[src/rtl/simon_stream_bridge_pkg.sv]
// Shared types and helpers for the SIMON_96144 stream bridge.
//
// Contents:
//   N_DEFAULT / W_DEFAULT : default SIMON word size and stream word width
//   block_t               : one SIMON block as two N-bit words, [1] is the MS word
//   in_state_t            : input (packer) FSM states
//   out_state_t           : output (unpacker) FSM states
//   words_per_block()     : number of stream words in one 2N-bit block
package simon_stream_bridge_pkg;

    localparam int N_DEFAULT = 48;
    localparam int W_DEFAULT = 16;

    typedef logic [1:0][N_DEFAULT-1:0] block_t;

    typedef enum logic {
        FILL,
        OFFER
    } in_state_t;

    typedef enum logic [1:0] {
        WAIT,
        ACK,
        DRAIN
    } out_state_t;

    // W is expected to divide 2N exactly; there is no partial-block handling.
    function automatic int words_per_block(input int n, input int w);
        return (2 * n) / w;
    endfunction

endpackage

[src/rtl/simon_stream_bridge_if.sv]
// Bus bundle between the stream bridge, its stream source/sink and the SIMON core.
//
// Signals:
//   in_word/in_valid/in_ready     upstream W-bit word stream into the bridge
//   out_word/out_valid/out_ready  downstream W-bit result stream out of the bridge
//   blockIN/newData/loadData      block offer handshake towards the core
//   outData/doneData/readData     result return handshake from the core
//
// Modports:
//   slave  : the bridge's view
//   master : the surrounding system's view (stream source, sink and core)
interface simon_stream_bridge_if #(
    parameter int N = 48,
    parameter int W = 16
);

    logic [W-1:0]        in_word;
    logic                in_valid;
    logic                in_ready;

    logic [W-1:0]        out_word;
    logic                out_valid;
    logic                out_ready;

    logic [1:0][N-1:0]   blockIN;
    logic                newData;
    logic                loadData;

    logic [1:0][N-1:0]   outData;
    logic                doneData;
    logic                readData;

    modport slave (
        input  in_word, in_valid, out_ready, loadData, doneData, outData,
        output in_ready, out_word, out_valid, blockIN, newData, readData
    );

    modport master (
        output in_word, in_valid, out_ready, loadData, doneData, outData,
        input  in_ready, out_word, out_valid, blockIN, newData, readData
    );

endinterface

[src/rtl/simon_word_shifter.sv]
// Parameterised W-bit-in / TOTAL-bit parallel-load shift register.
// Used as the packer (words shift in at the LS end, so the first word ends up
// in the MS position) and as the unpacker (parallel load, then the MS word is
// presented and the register shifts left one word per transfer).
//
// Ports:
//   clk, rst   clock and synchronous active-high reset (clears the register)
//   load       parallel load of load_data; wins over shift_en
//   load_data  TOTAL-bit value for the parallel load
//   shift_en   shift left by W, shift_in enters at the LS end
//   shift_in   W-bit word shifted in
//   data       top OUT_W bits of the register (OUT_W=TOTAL for the whole block)
module simon_word_shifter #(
    parameter int W     = 16,
    parameter int TOTAL = 96,
    parameter int OUT_W = 96
) (
    input  logic             clk,
    input  logic             rst,
    input  logic             load,
    input  logic [TOTAL-1:0] load_data,
    input  logic             shift_en,
    input  logic [W-1:0]     shift_in,
    output logic [OUT_W-1:0] data
);

    logic [TOTAL-1:0] shreg_d;
    logic [TOTAL-1:0] shreg_q;

    always_comb begin
        shreg_d = shreg_q;
        if (load) begin
            shreg_d = load_data;
        end else if (shift_en) begin
            shreg_d = {shreg_q[TOTAL-W-1:0], shift_in};
        end
    end

    always_ff @(posedge clk) begin
        if (rst) begin
            shreg_q <= '0;
        end else begin
            shreg_q <= shreg_d;
        end
    end

    assign data = shreg_q[TOTAL-1 -: OUT_W];

endmodule

[src/rtl/simon_stream_bridge.sv]
// Stream bridge for the SIMON_96144 core.
// Packs WORDS input stream words (MS word first) into one 2N-bit block and
// offers it to the core with newData/loadData. When the core raises doneData
// the result is captured with the readData handshake and streamed back out,
// MS word first. The input and output sides run independently.
//
// Ports:
//   clk   system clock, rising edge
//   rst   synchronous reset, active-high
//   bus   simon_stream_bridge_if.slave: input stream, output stream, and the
//         blockIN/newData/loadData and outData/doneData/readData core handshakes
module simon_stream_bridge
    import simon_stream_bridge_pkg::*;
#(
    parameter int N = N_DEFAULT,
    parameter int W = W_DEFAULT
) (
    input  logic                 clk,
    input  logic                 rst,
    simon_stream_bridge_if.slave bus
);

    localparam int TOTAL = 2 * N;
    localparam int WORDS = words_per_block(N, W);
    localparam int CW    = (WORDS > 1) ? $clog2(WORDS) : 1;
    localparam logic [CW-1:0] LAST_WORD = CW'(WORDS - 1);

    // Input side state
    in_state_t     in_state_d, in_state_q;
    logic [CW-1:0] in_count_d, in_count_q;
    logic          in_ready_d, in_ready_q;
    logic          new_data_d, new_data_q;

    // Output side state
    out_state_t    out_state_d, out_state_q;
    logic [CW-1:0] out_count_d, out_count_q;
    logic          out_valid_d, out_valid_q;
    logic          read_data_d, read_data_q;

    logic             in_accept;
    logic             out_accept;
    logic             out_load;
    logic [TOTAL-1:0] pack_data;
    logic [TOTAL-1:0] core_result;
    logic [W-1:0]     unpack_head;

    // in_ready is only ever high in FILL, so it alone qualifies a transfer.
    assign in_accept  = bus.in_valid && in_ready_q;
    assign out_accept = out_valid_q && bus.out_ready;
    assign core_result = bus.outData;

    simon_word_shifter #(
        .W     (W),
        .TOTAL (TOTAL),
        .OUT_W (TOTAL)
    ) u_packer (
        .clk       (clk),
        .rst       (rst),
        .load      (1'b0),
        .load_data ({TOTAL{1'b0}}),
        .shift_en  (in_accept),
        .shift_in  (bus.in_word),
        .data      (pack_data)
    );

    simon_word_shifter #(
        .W     (W),
        .TOTAL (TOTAL),
        .OUT_W (W)
    ) u_unpacker (
        .clk       (clk),
        .rst       (rst),
        .load      (out_load),
        .load_data (core_result),
        .shift_en  (out_accept),
        .shift_in  ({W{1'b0}}),
        .data      (unpack_head)
    );

    // Input FSM next state. in_ready is registered, so it drops in the cycle
    // the FSM enters OFFER and rises again the cycle after loadData is seen.
    // After reset in_ready_q is 0 while the state is already FILL, which gives
    // the one-cycle delay before the first word can be accepted.
    always_comb begin
        in_state_d = in_state_q;
        in_count_d = in_count_q;
        in_ready_d = in_ready_q;
        new_data_d = new_data_q;
        unique case (in_state_q)
            FILL: begin
                in_ready_d = 1'b1;
                new_data_d = 1'b0;
                if (in_accept) begin
                    if (in_count_q == LAST_WORD) begin
                        in_state_d = OFFER;
                        in_ready_d = 1'b0;
                        new_data_d = 1'b1;
                    end else begin
                        in_count_d = in_count_q + 1'b1;
                    end
                end
            end
            OFFER: begin
                in_ready_d = 1'b0;
                new_data_d = 1'b1;
                if (bus.loadData) begin
                    in_state_d = FILL;
                    in_count_d = '0;
                    in_ready_d = 1'b1;
                    new_data_d = 1'b0;
                end
            end
            default: begin
                in_state_d = FILL;
                in_count_d = '0;
                in_ready_d = 1'b0;
                new_data_d = 1'b0;
            end
        endcase
    end

    always_ff @(posedge clk) begin
        if (rst) begin
            in_state_q <= FILL;
            in_count_q <= '0;
            in_ready_q <= 1'b0;
            new_data_q <= 1'b0;
        end else begin
            in_state_q <= in_state_d;
            in_count_q <= in_count_d;
            in_ready_q <= in_ready_d;
            new_data_q <= new_data_d;
        end
    end

    // Output FSM next state. doneData is only looked at in WAIT, so a result
    // arriving while a previous one drains stays pending in the core.
    always_comb begin
        out_state_d = out_state_q;
        out_count_d = out_count_q;
        out_valid_d = out_valid_q;
        read_data_d = read_data_q;
        out_load    = 1'b0;
        unique case (out_state_q)
            WAIT: begin
                out_valid_d = 1'b0;
                read_data_d = 1'b0;
                if (bus.doneData) begin
                    out_load    = 1'b1;
                    read_data_d = 1'b1;
                    out_state_d = ACK;
                end
            end
            ACK: begin
                read_data_d = 1'b1;
                if (!bus.doneData) begin
                    read_data_d = 1'b0;
                    out_valid_d = 1'b1;
                    out_count_d = '0;
                    out_state_d = DRAIN;
                end
            end
            DRAIN: begin
                out_valid_d = 1'b1;
                if (out_accept) begin
                    if (out_count_q == LAST_WORD) begin
                        out_valid_d = 1'b0;
                        out_count_d = '0;
                        out_state_d = WAIT;
                    end else begin
                        out_count_d = out_count_q + 1'b1;
                    end
                end
            end
            default: begin
                out_state_d = WAIT;
                out_count_d = '0;
                out_valid_d = 1'b0;
                read_data_d = 1'b0;
            end
        endcase
    end

    always_ff @(posedge clk) begin
        if (rst) begin
            out_state_q <= WAIT;
            out_count_q <= '0;
            out_valid_q <= 1'b0;
            read_data_q <= 1'b0;
        end else begin
            out_state_q <= out_state_d;
            out_count_q <= out_count_d;
            out_valid_q <= out_valid_d;
            read_data_q <= read_data_d;
        end
    end

    assign bus.in_ready  = in_ready_q;
    assign bus.newData   = new_data_q;
    assign bus.blockIN   = pack_data;
    assign bus.out_valid = out_valid_q;
    assign bus.out_word  = unpack_head;
    assign bus.readData  = read_data_q;

endmodule

[src/flat_wrapper.sv]
// flat-port wrapper written by rule: the top's interface ports become plain ports
module simon_stream_bridge_flat import simon_stream_bridge_pkg::*;
#(
    parameter int N = N_DEFAULT,
    parameter int W = W_DEFAULT
)
  (clk, rst, bus_in_word, bus_in_valid, bus_out_ready, bus_loadData, bus_doneData, bus_outData, bus_in_ready, bus_out_word, bus_out_valid, bus_blockIN, bus_newData, bus_readData);
  simon_stream_bridge_if #(.N(N), .W(W)) bus_i ();
  input  logic clk;
  input  logic rst;
  input wire logic [$bits(bus_i.in_word)-1:0] bus_in_word;
  input wire logic [$bits(bus_i.in_valid)-1:0] bus_in_valid;
  input wire logic [$bits(bus_i.out_ready)-1:0] bus_out_ready;
  input wire logic [$bits(bus_i.loadData)-1:0] bus_loadData;
  input wire logic [$bits(bus_i.doneData)-1:0] bus_doneData;
  input wire logic [$bits(bus_i.outData)-1:0] bus_outData;
  output wire logic [$bits(bus_i.in_ready)-1:0] bus_in_ready;
  output wire logic [$bits(bus_i.out_word)-1:0] bus_out_word;
  output wire logic [$bits(bus_i.out_valid)-1:0] bus_out_valid;
  output wire logic [$bits(bus_i.blockIN)-1:0] bus_blockIN;
  output wire logic [$bits(bus_i.newData)-1:0] bus_newData;
  output wire logic [$bits(bus_i.readData)-1:0] bus_readData;
  assign bus_i.in_word = bus_in_word;
  assign bus_i.in_valid = bus_in_valid;
  assign bus_i.out_ready = bus_out_ready;
  assign bus_i.loadData = bus_loadData;
  assign bus_i.doneData = bus_doneData;
  assign bus_i.outData = bus_outData;
  assign bus_in_ready = bus_i.in_ready;
  assign bus_out_word = bus_i.out_word;
  assign bus_out_valid = bus_i.out_valid;
  assign bus_blockIN = bus_i.blockIN;
  assign bus_newData = bus_i.newData;
  assign bus_readData = bus_i.readData;
  simon_stream_bridge #(.N(N), .W(W)) u_core (.clk(clk), .rst(rst), .bus(bus_i));
endmodule
[config.mk]
export PLATFORM = sky130hd
export DESIGN_NAME = simon_stream_bridge_flat
export DESIGN_NICKNAME = d
export VERILOG_FILES = /design/src/rtl/simon_stream_bridge_pkg.sv /design/src/rtl/simon_stream_bridge_if.sv /design/src/rtl/simon_word_shifter.sv /design/src/rtl/simon_stream_bridge.sv /design/src/flat_wrapper.sv
export SDC_FILE = /design/constraint.sdc
export NUM_CORES = 1
export LEC_CHECK = 0
export BUFFER_PORTS_ARGS = -buffer_cell sky130_fd_sc_hd__buf_2
export CORE_ASPECT_RATIO = 0.5
export CORE_MARGIN = 2
export CORE_UTILIZATION = 25
export DETAILED_ROUTE_END_ITERATION = 7
export GPL_TIMING_DRIVEN = 0
export PLACE_DENSITY = 0.48
export SYNTH_ARGS = -nofsm -noshare
export SYNTH_HDL_FRONTEND = slang
export SYNTH_SLANG_ARGS = --single-unit
[constraint.sdc]
create_clock -name clk -period 1.45 [get_ports clk]
set_clock_uncertainty 0.15 [all_clocks]
set_input_delay 0.145 -clock clk [delete_from_list [all_inputs] [get_ports clk]]
set_output_delay 0.145 -clock clk [all_outputs]
set_load 0.02 [all_outputs]
Yosys cells after proc, flatten, opt, wreduce, memory -nomap -nowiden:

Cells that the tools add are included.

* bits in registers: 204
* bits of input ports: 118

* $add $sub $neg: 2
* equality and inequality tests: 11
* mux-type cells: 30
* bitwise operators: 2
* reductions and logical operators: 8

Operators with widths (count)
* 2-to-1 mux 96 bit: 2
* 2-to-1 mux 3 bit: 6
* 2-to-1 mux 1 bit: 11
* case mux 3 bit (3 select lines): 1
* 2-to-1 mux 2 bit: 4
* != test 2 bit, second input constant: 4
* case mux 1 bit (2 select lines): 4
* adder 3 x 1 -> 3 bit, second input constant: 2
* equality test 3 bit, second input constant: 2
* != test 2 x 1 -> 1 bit, second input constant: 3
* case mux 2 bit (3 select lines): 1
* case mux 3 bit (2 select lines): 1
* AND reduction 3 bit: 2
* AND reduction 4 bit: 1
* equality test 2 x 1 -> 1 bit, second input constant: 1
* equality test 2 bit, second input constant: 1
* logical AND 1 bit: 2
* zero test 2 bit: 1
* NOT 1 bit: 2
* nonzero test 2 bit: 1
* OR reduction 2 bit: 1

Longest topological paths before layout:

Gate-level depths: netlist of run 1.

* depth after elaboration: 4
* depth in mapped cells: 8

Modules after synthesis:

A second synthesis of run 1 with hierarchy kept.

* cells, all modules: 959
* area total of the unflattened synthesis: 9808.2 sq um

By module, submodules not included
* simon_word_shifter (u_core.u_unpacker): instances 1, cells an instance 443, area each 4586.9 sq um, seq. area each 1921.8 sq um
* simon_word_shifter (u_core.u_packer): instances 1, cells an instance 427, area each 4466.8 sq um, seq. area each 1921.8 sq um
* simon_stream_bridge: instances 1, cells an instance 89, area each 754.5 sq um, seq. area each 240.2 sq um

Least setup slack after synthesis of run 1:

No wires, ideal clock.

* path kind: register to register
* from: reg u_core.out_state_q[0]
* to: reg u_core.u_unpacker.shreg_q[10]
* setup time: 62 ps
* arrival time: 1398 ps
* required time: 1238 ps
* slack: -160 ps
* stages on the path, launching flop included: 9
* path buffers: 2
* period minus slack after synthesis: 1610 ps
* path through: dfxtp_1 inv_1 ha_1 and2_4 buf_6 a21oi_4 buf_6 a22oi_2 nor2_2

* longest elaborated chain between the ends: 3
* elaborated cells on any way between the ends: 4

RTL lines
* start, declared: line simon_stream_bridge.sv:35 `out_state_t out_state_d, out_state_q;`
* start signal, assigned: line simon_stream_bridge.sv:191 `out_state_q <= out_state_d;`
* zero test 2 bit *: line simon_stream_bridge.sv:144 `unique case (out_state_q)`
* 2-to-1 mux 1 bit *: line simon_stream_bridge.sv:144
* 2-to-1 mux 96 bit or nonzero test 2 bit (tied branches)
* end signal, assigned: line simon_word_shifter.sv:43 `shreg_q <= shreg_d;`
* end, declared: line simon_word_shifter.sv:28 `logic [TOTAL-1:0] shreg_q;`

Mark *: on every way between the ends. The rest lies on a longest branch, timed or not.
A chain may end at the register's enable or synchronous reset.

Final worst setup path of run 1:

* from: reg u_core.out_state_q[0]
* to: reg u_core.u_unpacker.shreg_q[11]

The elaborated chain is that of the path after synthesis.

==> flow_summary.yaml, run 1 <==
worst_setup_path:
  slowest_delay_ns: 0.36
  critPathLaunchType: "register"
  arrival_ns: 1.83
  crit_slowest_cell: "dfxtp_4"
  endpoint_kind: "register"
  crit_fanout: 5
  crit_chain: "inv_4, ha_4, and2_4, a21oi_4, buf_4, buf_8, a22oi_2, nor2_2"
  worstPathRequired_ns: 1.71
  critical_path_class: "register to register"
cts:
  clk_latency_ns: 0.52
  cts_tree: "yes"
  cts_root_buffer: "clkbuf_16"
  cts_buffer_depth: 3
  cts_made_buffers: 22
  path_clk_slew_ns: 0.06
  cts.sinks: 204
  htreeDepth: 1
sta:
  max_freq_mhz: 638
  setup_slack_ns: -0.117
  slew_headroom: 0.462
  setup_viol: 99
  hold_viol: 1
  hold_ws_ns: -0.0313
  slew_viol_final: 0
  timing.final.crit_period_ns: 1.57
  max_slew.worst_pin.slew_ns: 0.807
  fin_tns_setup_ns: -5.56
  rsz0062_at_grt: "yes"
  post-route-period-util: 1.08
power:
  vdd_drop_max_v: 0.000695
  leakagePower_uw: 0.00513
  power_density_nw_per_um2: 1170
placement:
  port_buffers: 230
  gp_congestion: 0.838
  hpwl_mm: 21.9
finish:
  fill_cells: 3336
  syn2layout_area_growth_pct: 55.0
  nNetsFinal: 1534
  drive_gt1_frac: 0.349
floorplanning:
  dieHeight_um: 133
  start_util: 0.253
  fp.dieW_um: 262
  fp-row-count: 47
  ios: 234
  die-area_um2: 34900
  fp.coreArea_um2: 32900
outcome:
  status: "complete, but fails checks"
  violations: "negative hold slack, negative setup slack"
synth:
  yosys_warnings: 0
  ys_types: 43
  synthArstFlopShare: 0
  synth_area_leader_cell: "dfxtp_1"
  synth_seq_cells: 204
  synth-edff-count: 0
  synthesis.nets: 1146
  ys.flop_type: "dfxtp_1"
  syn_area_um2: 8340
  ys_top_cells_by_area: "dfxtp_1, nand2_1, a311oi_1, a21oi_1, nand3_1"
  synth_top_cell_area_share: 0.490
  yosysSeqAreaShare: 0.490
  avgSynthCellArea_um2: 8.15
  syn_inst: 1023
detailed_routing:
  wl_mm: 30.9
  drtIter0Drc: 465
  via_count: 8616
  wl_per_cell_um: 16.5
  drt.antenna.violating_nets: 0
  firstDrtPassIters: 4
  viasPerCell: 4.61
  drc_errors: 0
grt:
  gr-total-overflow: 0
  grt_max_degree: 16
  grt_use_total: 0.168
  grt_pass1_wl_mm: 47.1
  antenna_found_initial: 1
  first_global_vias: 8771
min_path:
  hp-class: "primary input to register"
flow_run:
  max_cap_violations: 0
==> worst max-delay path: cells and delay by family (launching register included) <==
kind / cells / cell delay, ns
AND/OR/NAND/NOR: 2 / 0.23
adder cells (fa/ha/maj): 1 / 0.18
AO/OA/AOI/OAI: 2 / 0.18
flip-flops: 1 / 0.36
buffers and inverters: 3 / 0.35
==> report_power, final <==
| group | switching (uW) | total, uW | leakage [uW] | internal (uW) |
|---|---|---|---|---|
| clock network | 2460 | 6310 | 0.000389 | 3850 |
| registers | 250 | 6210 | 0.00168 | 5960 |
| logic | 1330 | 2590 | 0.00306 | 1260 |
==> Yosys cell counts (2+ instances only) <==
cell	instances
o21ai_0	3
nand2b_1	3
mux2_1	2
nand2_1	280
nor2_2	10
a311oi_1	70
clkbuf_1	45
mux2i_1	3
buf_6	4
dfxtp_1	204
nor2_1	97
a22oi_1	7
nor2b_1	5
a21oi_1	101
a311oi_2	10
inv_1	3
buf_4	19
xnor2_1	2
ha_1	5
a22oi_2	10
nand3_1	80
buf_2	39
==> layout by cell type, fill, tap and decap left out, types with 3 or more instances in the layout <==
cell type and instances:
a21oi_1 99, a22oi_2 16, a311oi_1 23, a311oi_2 57, buf_2 240, buf_4 38
buf_6 22, buf_8 3, bufinv_16 5, clkbuf_1 31, clkbuf_16 26, clkbuf_2 8
clkbuf_4 7, clkbuf_8 3, clkinv_2 4, dfxtp_1 184, dfxtp_2 19, dlygate4sd3_1 116
ha_4 3, mux2i_1 3, nand2_1 278, nand2b_1 3, nand3_1 80, nor2_1 85
nor2_2 22, nor2b_1 5
==> what timing repair did <==
action / CTS / global route
cloned: 1 / 1
setup endpoints to repair: 182 / 205
hold endpoints to repair: 121 / 0
buffers inserted: 13 / 4
gates resized for setup: 123 / 71
hold buffers: 116 / 0
pin swaps: 15 / 6
==> final cells by class <==
type / instances / area (um2) / share of cell area
Antenna cell: 1 / 2.50 / 0.000194
Buffer: 107 / 787 / 0.0609
Clock buffer: 26 / 597 / 0.0462
Clock inverter: 13 / 203 / 0.0157
Inverter: 4 / 20.0 / 0.00155
Multi-Input combinational cell: 707 / 4130 / 0.319
Sequential cell: 204 / 4110 / 0.318
Tap cell: 441 / 552 / 0.0427
Timing Repair Buffer: 365 / 2530 / 0.196
==> logic make-up after synthesis <==
family                     synth area share
adders and majority gates           0.00750
muxes                               0.00630
AOI/OAI and AO/OA                     0.183
xor gates and xnor gates            0.00210
DFF                                   0.490
buffers and inverters                0.0684
and+or+nand+nor                       0.243
==> final timing paths <==
path / startpoint / endpoint / slack [ns] / depth (start not counted)
worst max register to register: u_core.out_state_q[0]$_SDFFE_PP0P_ / u_core.u_unpacker.shreg_q[11]$_SDFFE_PP0P_ / -0.12 / 8
worst max-delay path: u_core.out_state_q[0]$_SDFFE_PP0P_ / u_core.u_unpacker.shreg_q[11]$_SDFFE_PP0P_ / -0.12 / 8
worst min register to register: u_core.u_packer.data[89]$_SDFFE_PP0P_ / u_core.u_packer.data[89]$_SDFFE_PP0P_ / 0.30 / 2
worst min-delay path: bus_in_valid / u_core.bus.in_ready$_SDFF_PP0_ / -0.03 / 4
==> flip-flops by register name (all words and copies together), names as in the netlist <==
signal / count
u_core.bus.readData: 1
u_core.bus.out_valid: 1
u_core.u_packer.data: 96
u_core.out_count_q: 3
u_core.in_count_q: 3
u_core.out_state_q: 2
u_core.u_unpacker.shreg_q: 96
u_core.bus.in_ready: 1
u_core.in_state_q: 1
==> stage by stage <==
stage / power [uW] / utilization / std cells / setup slack [ns] / cell area [um2]
6_report: 15100 / 0.393 / 1868 / -0.117 / 12900
5_1_grt: 15700 / 0.393 / 1868 / -0.201 / 12900
4_1_cts: 15000 / 0.384 / 1862 / -0.125 / 12700
3_5_place_dp: 8120 / 0.306 / 1694 / -0.369 / 10100
3_3_place_gp: 8090 / 0.306 / 1694 / -0.361 / 10100
2_1_floorplan: 7460 / - / 1023 / -0.0315 / 8380
==> routing by layer <==
layer | part of all wire | routed length [um] | GRT usage | up-vias
li1 | - | - | - | 4282
met1 | 0.42 | 13000 | 0.195 | 4053
met2 | 0.50 | 15500 | 0.307 | 201
met3 | 0.033 | 1020 | 0.0268 | 80
met4 | 0.045 | 1380 | 0.0704 | 0
met5 | 0 | 0 | 0 | -
Note: power is estimated with default switching activity, not from simulation.
==> inputs of run 2 (changes only) <==
--- a/config.mk
+++ b/config.mk
@@ -6,7 +6,7 @@
 export NUM_CORES = 1
 export LEC_CHECK = 0
 export BUFFER_PORTS_ARGS = -buffer_cell sky130_fd_sc_hd__buf_2
-export CORE_ASPECT_RATIO = 0.5
+export CORE_ASPECT_RATIO = 0.6
 export CORE_MARGIN = 2
 export CORE_UTILIZATION = 25
 export DETAILED_ROUTE_END_ITERATION = 7
==> flow_summary.yaml, run 2 (synthesis results as in run 1) <==
cts:
  cts.sinks: 204
  path_clk_slew_ns: 0.06
  cts_made_buffers: 22
  htreeDepth: 1
  cts_buffer_depth: 3
  clk_latency_ns: 0.51
  cts_root_buffer: "clkbuf_16"
  cts_tree: "yes"
sta:
  post-route-period-util: 1.11
  max_slew.worst_pin.slew_ns: 0.719
  setup_slack_ns: -0.160
  setup_viol: 100
  timing.final.crit_period_ns: 1.61
  hold_viol: 0
  max_freq_mhz: 621
  slew_headroom: 0.521
  slew_viol_final: 0
  hold_ws_ns: 0.0867
  rsz0062_at_grt: "yes"
  fin_tns_setup_ns: -11.06
min_path:
  hold_depth: 4
  hp-class: "primary input to register"
  min_from: "bus_out_ready"
finish:
  drive_gt1_frac: 0.354
  syn2layout_area_growth_pct: 54.6
  final_cell_mix: "nand2_1, buf_2, dfxtp_1, dlygate4sd3_1, a21oi_1"
  nNetsFinal: 1534
  final_common_cell: "nand2_1"
floorplanning:
  die-area_um2: 34900
  ios: 234
  fp.coreArea_um2: 32600
  fp.dieW_um: 240
  fp-row-count: 51
  dieHeight_um: 145
  start_util: 0.256
worst_setup_path:
  crit_chain: "inv_2, ha_4, nand2_8, clkbuf_16, buf_4, a311oi_2"
  critPathLaunchType: "register"
  slowest_delay_ns: 0.34
  arrival_ns: 1.89
  rr_worst_depth: 6
  crit_fanout: 10
  r2r-start: "u_core.out_state_q[1]$_SDFFE_PP0P_"
  endpoint_kind: "register"
  worstPathRequired_ns: 1.73
  critical_path_class: "register to register"
  crit_slowest_cell: "dfxtp_2"
  startpoint: "u_core.out_state_q[1]$_SDFFE_PP0P_"
placement:
  place_ws_ns: -0.544
  port_buffers: 230
  gp_congestion: 0.841
  hpwl_mm: 23.2
detailed_routing:
  drtIter0Drc: 474
  via_count: 8670
  firstDrtPassIters: 5
  drc_errors: 0
  viasPerCell: 4.62
  wl_mm: 32.6
  wl_per_cell_um: 17.4
  drt.antenna.violating_nets: 0
grt:
  grt_pass1_wl_mm: 49.3
  antenna_found_initial: 1
  grt_max_degree: 15
  gr-total-overflow: 0
  grt_use_total: 0.180
  first_global_vias: 8618
power:
  vdd_drop_max_v: 0.000658
  leakagePower_uw: 0.00512
  power_density_nw_per_um2: 1130
outcome:
  status: "complete, but fails checks"
  violations: "negative setup slack"
flow_run:
  max_cap_violations: 0
run 2: changes by cell type in the layout (fill, tap and decap cells not counted), sizes merged:
cell	before	now
clkinvlp	2	1
buf	307	303
dlygate4sd3	116	118
inv	6	4
bufinv	5	2
clkbuf	75	77
nand2	282	283
clkinv	4	7
run 2: worst max-delay path, delay by kind of cell, from the launching register on:
family	cells	cell delay (ns)
buf+inv	3	0.49
flops	1	0.34
fa+ha+maj	1	0.24
compound gates	1	0.20
simple gates	1	0.11
run 2: worst paths after layout:
path	endpoint	slack [ns]
max reg2reg	u_core.u_unpacker.shreg_q[21]$_SDFFE_PP0P_	-0.16
min reg2reg	u_core.u_packer.data[87]$_SDFFE_PP0P_	0.31
min	u_core.u_unpacker.shreg_q[67]$_SDFFE_PP0P_	0.09
max	u_core.u_unpacker.shreg_q[21]$_SDFFE_PP0P_	-0.16
run 2: through the flow:
step                 util  power [uW]  instances  cell area, um2
floorplan               -        7460       1023            8380
global placement    0.310        8140       1703           10100
detailed placement  0.310        8170       1703           10100
CTS                 0.378       14400       1867           12300
global route        0.395       15200       1875           12900
finish              0.395       14600       1875           12900
run 2: layer usage:
metal	vias up	global-route usage	routed length [um]
li1	4281	-	-
met1	4148	0.260	16200
met2	206	0.271	14000
met3	35	0.0393	1810
met4	0	0.0419	635
met5	-	0	0
run 2: timing repair:
item                                    4_1_cts  5_1_grt
hold endpoints to repair                    121        1
pin swaps                                     3       10
cloned                                        0        3
gates resized for setup                      74      133
hold buffers                                117        1
buffers inserted                             11        3
endpoints found under the setup margin      200      212
run 2: cell type report:
type	instances	area [um2]
Inverter	4	17.5
Fill cell	3333	19700
Antenna cell	1	2.50
Tap cell	450	563
Timing Repair Buffer	364	2520
Clock inverter	10	106
Clock buffer	27	621
Sequential cell	204	4130
Buffer	107	757
Multi-Input combinational cell	708	4180
run 2: power by group:
part           internal, uW  switching [uW]  total (uW)  leakage (uW)
Sequential             5960             269        6230       0.00168
Combinational          1230            1370        2600       0.00308
Clock                  3380            2360        5740      0.000362
Total                 10600            4000       14600       0.00512
==> inputs of run 3 (changes only) <==
--- a/config.mk
+++ b/config.mk
@@ -5,6 +5,7 @@
 export SDC_FILE = /design/constraint.sdc
 export NUM_CORES = 1
 export LEC_CHECK = 0
+export ABC_AREA = 1
 export BUFFER_PORTS_ARGS = -buffer_cell sky130_fd_sc_hd__buf_2
 export CORE_ASPECT_RATIO = 0.6
 export CORE_MARGIN = 2
==> flow_summary.yaml, run 3 <==
cts:
  path_clk_slew_ns: 0.07
  cts_root_buffer: "clkbuf_16"
  clk_latency_ns: 0.51
  cts.sinks: 204
  cts_tree: "yes"
  cts_buffer_depth: 3
  cts_made_buffers: 22
  htreeDepth: 1
synth:
  syn_area_um2: 7780
  ys_types: 26
  yosysSeqAreaShare: 0.525
  ys.flop_type: "dfxtp_1"
  yosys-top-cells-count: "nand2_1, nor2_1, dfxtp_1"
  ys_top_cells_by_area: "dfxtp_1, nand2_1, nor2_1, a31oi_1, o21ai_0"
  syn_inst: 1030
  synth.most_common_cell: "nand2_1"
  synthesis.nets: 1153
  synth_seq_cells: 204
  synth_top_cell_area_share: 0.525
  avgSynthCellArea_um2: 7.55
  synthArstFlopShare: 0
  synth-edff-count: 0
  yosys_warnings: 0
  synth_area_leader_cell: "dfxtp_1"
detailed_routing:
  via_count: 8154
  firstDrtPassIters: 4
  wl_per_cell_um: 16.3
  wl_mm: 29.9
  drc_errors: 0
  viasPerCell: 4.43
  drt.antenna.violating_nets: 0
  drtIter0Drc: 566
sta:
  slew_headroom: 0.338
  setup_viol: 98
  setup_slack_ns: -0.182
  slew_viol_final: 0
  hold_ws_ns: 0.0174
  post-route-period-util: 1.13
  max_slew.worst_pin.slew_ns: 0.993
  hold_viol: 0
  max_freq_mhz: 613
  rsz0062_at_grt: "yes"
  fin_tns_setup_ns: -10.70
  timing.final.crit_period_ns: 1.63
grt:
  gr-total-overflow: 0
  grt_util_met3: 0.0368
  antenna_found_initial: 0
  first_global_vias: 7858
  grt_pass1_wl_mm: 45.2
  grt_use_total: 0.177
  grt_util_met2: 0.241
  grt_use_met1: 0.283
  grt_max_degree: 14
  grt_busiest_layer: "met1"
floorplanning:
  die-area_um2: 32600
  dieHeight_um: 141
  fp.coreArea_um2: 30300
  start_util: 0.257
  ios: 234
  fp-row-count: 49
  fp.dieW_um: 232
power:
  power_density_nw_per_um2: 1490
  vdd_drop_max_v: 0.000635
  leakagePower_uw: 0.00536
worst_setup_path:
  slowest_delay_ns: 0.34
  crit_slowest_cell: "dfxtp_2"
  crit_chain: "inv_2, ha_4, nand2_4, inv_6, nor2_4, buf_8, buf_12, nand2_8, a31oi_4"
  critPathLaunchType: "register"
  crit_fanout: 5
  endpoint_kind: "register"
  critical_path_class: "register to register"
  worstPathRequired_ns: 1.73
  reg2reg_slack_ns: -0.18
  arrival_ns: 1.92
flow_run:
  max_cap_violations: 0
finish:
  fin_util: 0.406
  syn2layout_area_growth_pct: 57.9
  final_cell_mix: "nand2_1, buf_2, nor2_1, dfxtp_1, dlygate4sd3_1"
  finalInstanceArea_um2: 12300
  diodes: 0
  final_common_cell: "nand2_1"
  nNetsFinal: 1542
  drive_gt1_frac: 0.300
min_path:
  hp-class: "primary input to register"
placement:
  gp_congestion: 0.836
  hpwl_mm: 21.8
  port_buffers: 232
  place_ws_ns: -0.463
  place_area_um2: 9460
outcome:
  violations: "negative setup slack"
  status: "complete, but fails checks"
run 3: changes by cell type after synthesis, moves of 11 or more:
cell,delta
o21ai_0,+93
buf_2,-14
inv_1,+11
nand2_1,+12
nor2_1,+109
a21oi_1,-77
clkbuf_1,-15
nand3_1,-75
a31oi_1,+80
a311oi_1,-70
run 3: metal layers:
layer | part of all wire | up-vias
met5 | 0 | -
met3 | 0.056 | 34
met1 | 0.53 | 3807
met2 | 0.40 | 182
met4 | 0.013 | 0
li1 | - | 4131
run 3: metrics by stage:
| stage | power [uW] | cells |
|---|---|---|
| 4_1_cts | 18000 | 1834 |
| 6_report | 18400 | 1840 |
| 5_1_grt | 19300 | 1840 |
| 3_5_place_dp | 11100 | 1670 |
| 2_1_floorplan | 9660 | 1030 |
| 3_3_place_gp | 11100 | 1670 |
run 3: area by class of cell:
class	instances	area, um2
Multi-Input combinational cell	722	3550
Sequential cell	204	4100
Buffer	86	712
Inverter	18	77.6
Tap cell	408	510
Fill cell	3156	18000
Clock inverter	3	21.3
Timing Repair Buffer	365	2630
Clock buffer	34	697
run 3: cell families (layout without fill, tap and decap cells):
| kind of cell | count (synthesis) | in the layout | share of synthesized area |
|---|---|---|---|
| compound gates | 204 | 204 | 0.145 |
| xor+xnor | 1 | 1 | 0.00113 |
| fa+ha+maj | 5 | 5 | 0.00804 |
| buf+inv | 104 | 506 | 0.0701 |
| flops | 204 | 204 | 0.525 |
| simple gates | 512 | 512 | 0.251 |
run 3: worst paths after layout:
kind,endpoint,depth (start not counted),start
worst min register to register,u_core.u_unpacker.shreg_q[15]$_SDFFE_PP0P_,2,u_core.u_unpacker.shreg_q[15]$_SDFFE_PP0P_
worst max-delay path,u_core.u_unpacker.shreg_q[32]$_SDFFE_PP0P_,9,u_core.out_state_q[1]$_SDFFE_PP0P_
worst max register to register,u_core.u_unpacker.shreg_q[32]$_SDFFE_PP0P_,9,u_core.out_state_q[1]$_SDFFE_PP0P_
worst min-delay path,u_core.out_state_q[0]$_SDFFE_PP0P_,5,bus_out_ready
run 3: critical path: cells and delay by family (launching register included):
kind,cells,cell delay (ns)
AOI/OAI and AO/OA,1,0.14
adders and majority gates,1,0.16
buffers and inverters,4,0.45
DFF,1,0.34
and+or+nand+nor,3,0.31
run 3: timing repair:
item | 4_1_cts | 5_1_grt
setup buffers | 11 | 1
hold buffers | 113 | 1
pin swaps | 6 | 22
endpoints found under the setup margin | 164 | 177
endpoints found under the hold margin | 122 | 3
cloned | 3 | 4
resized for setup | 107 | 92
run 3: where the power goes:
part,leakage [uW],internal [uW],switching [uW]
clock network,0.000353,3290,2350
registers,0.00168,6370,557
logic,0.00333,2590,3190
total,0.00536,12300,6100
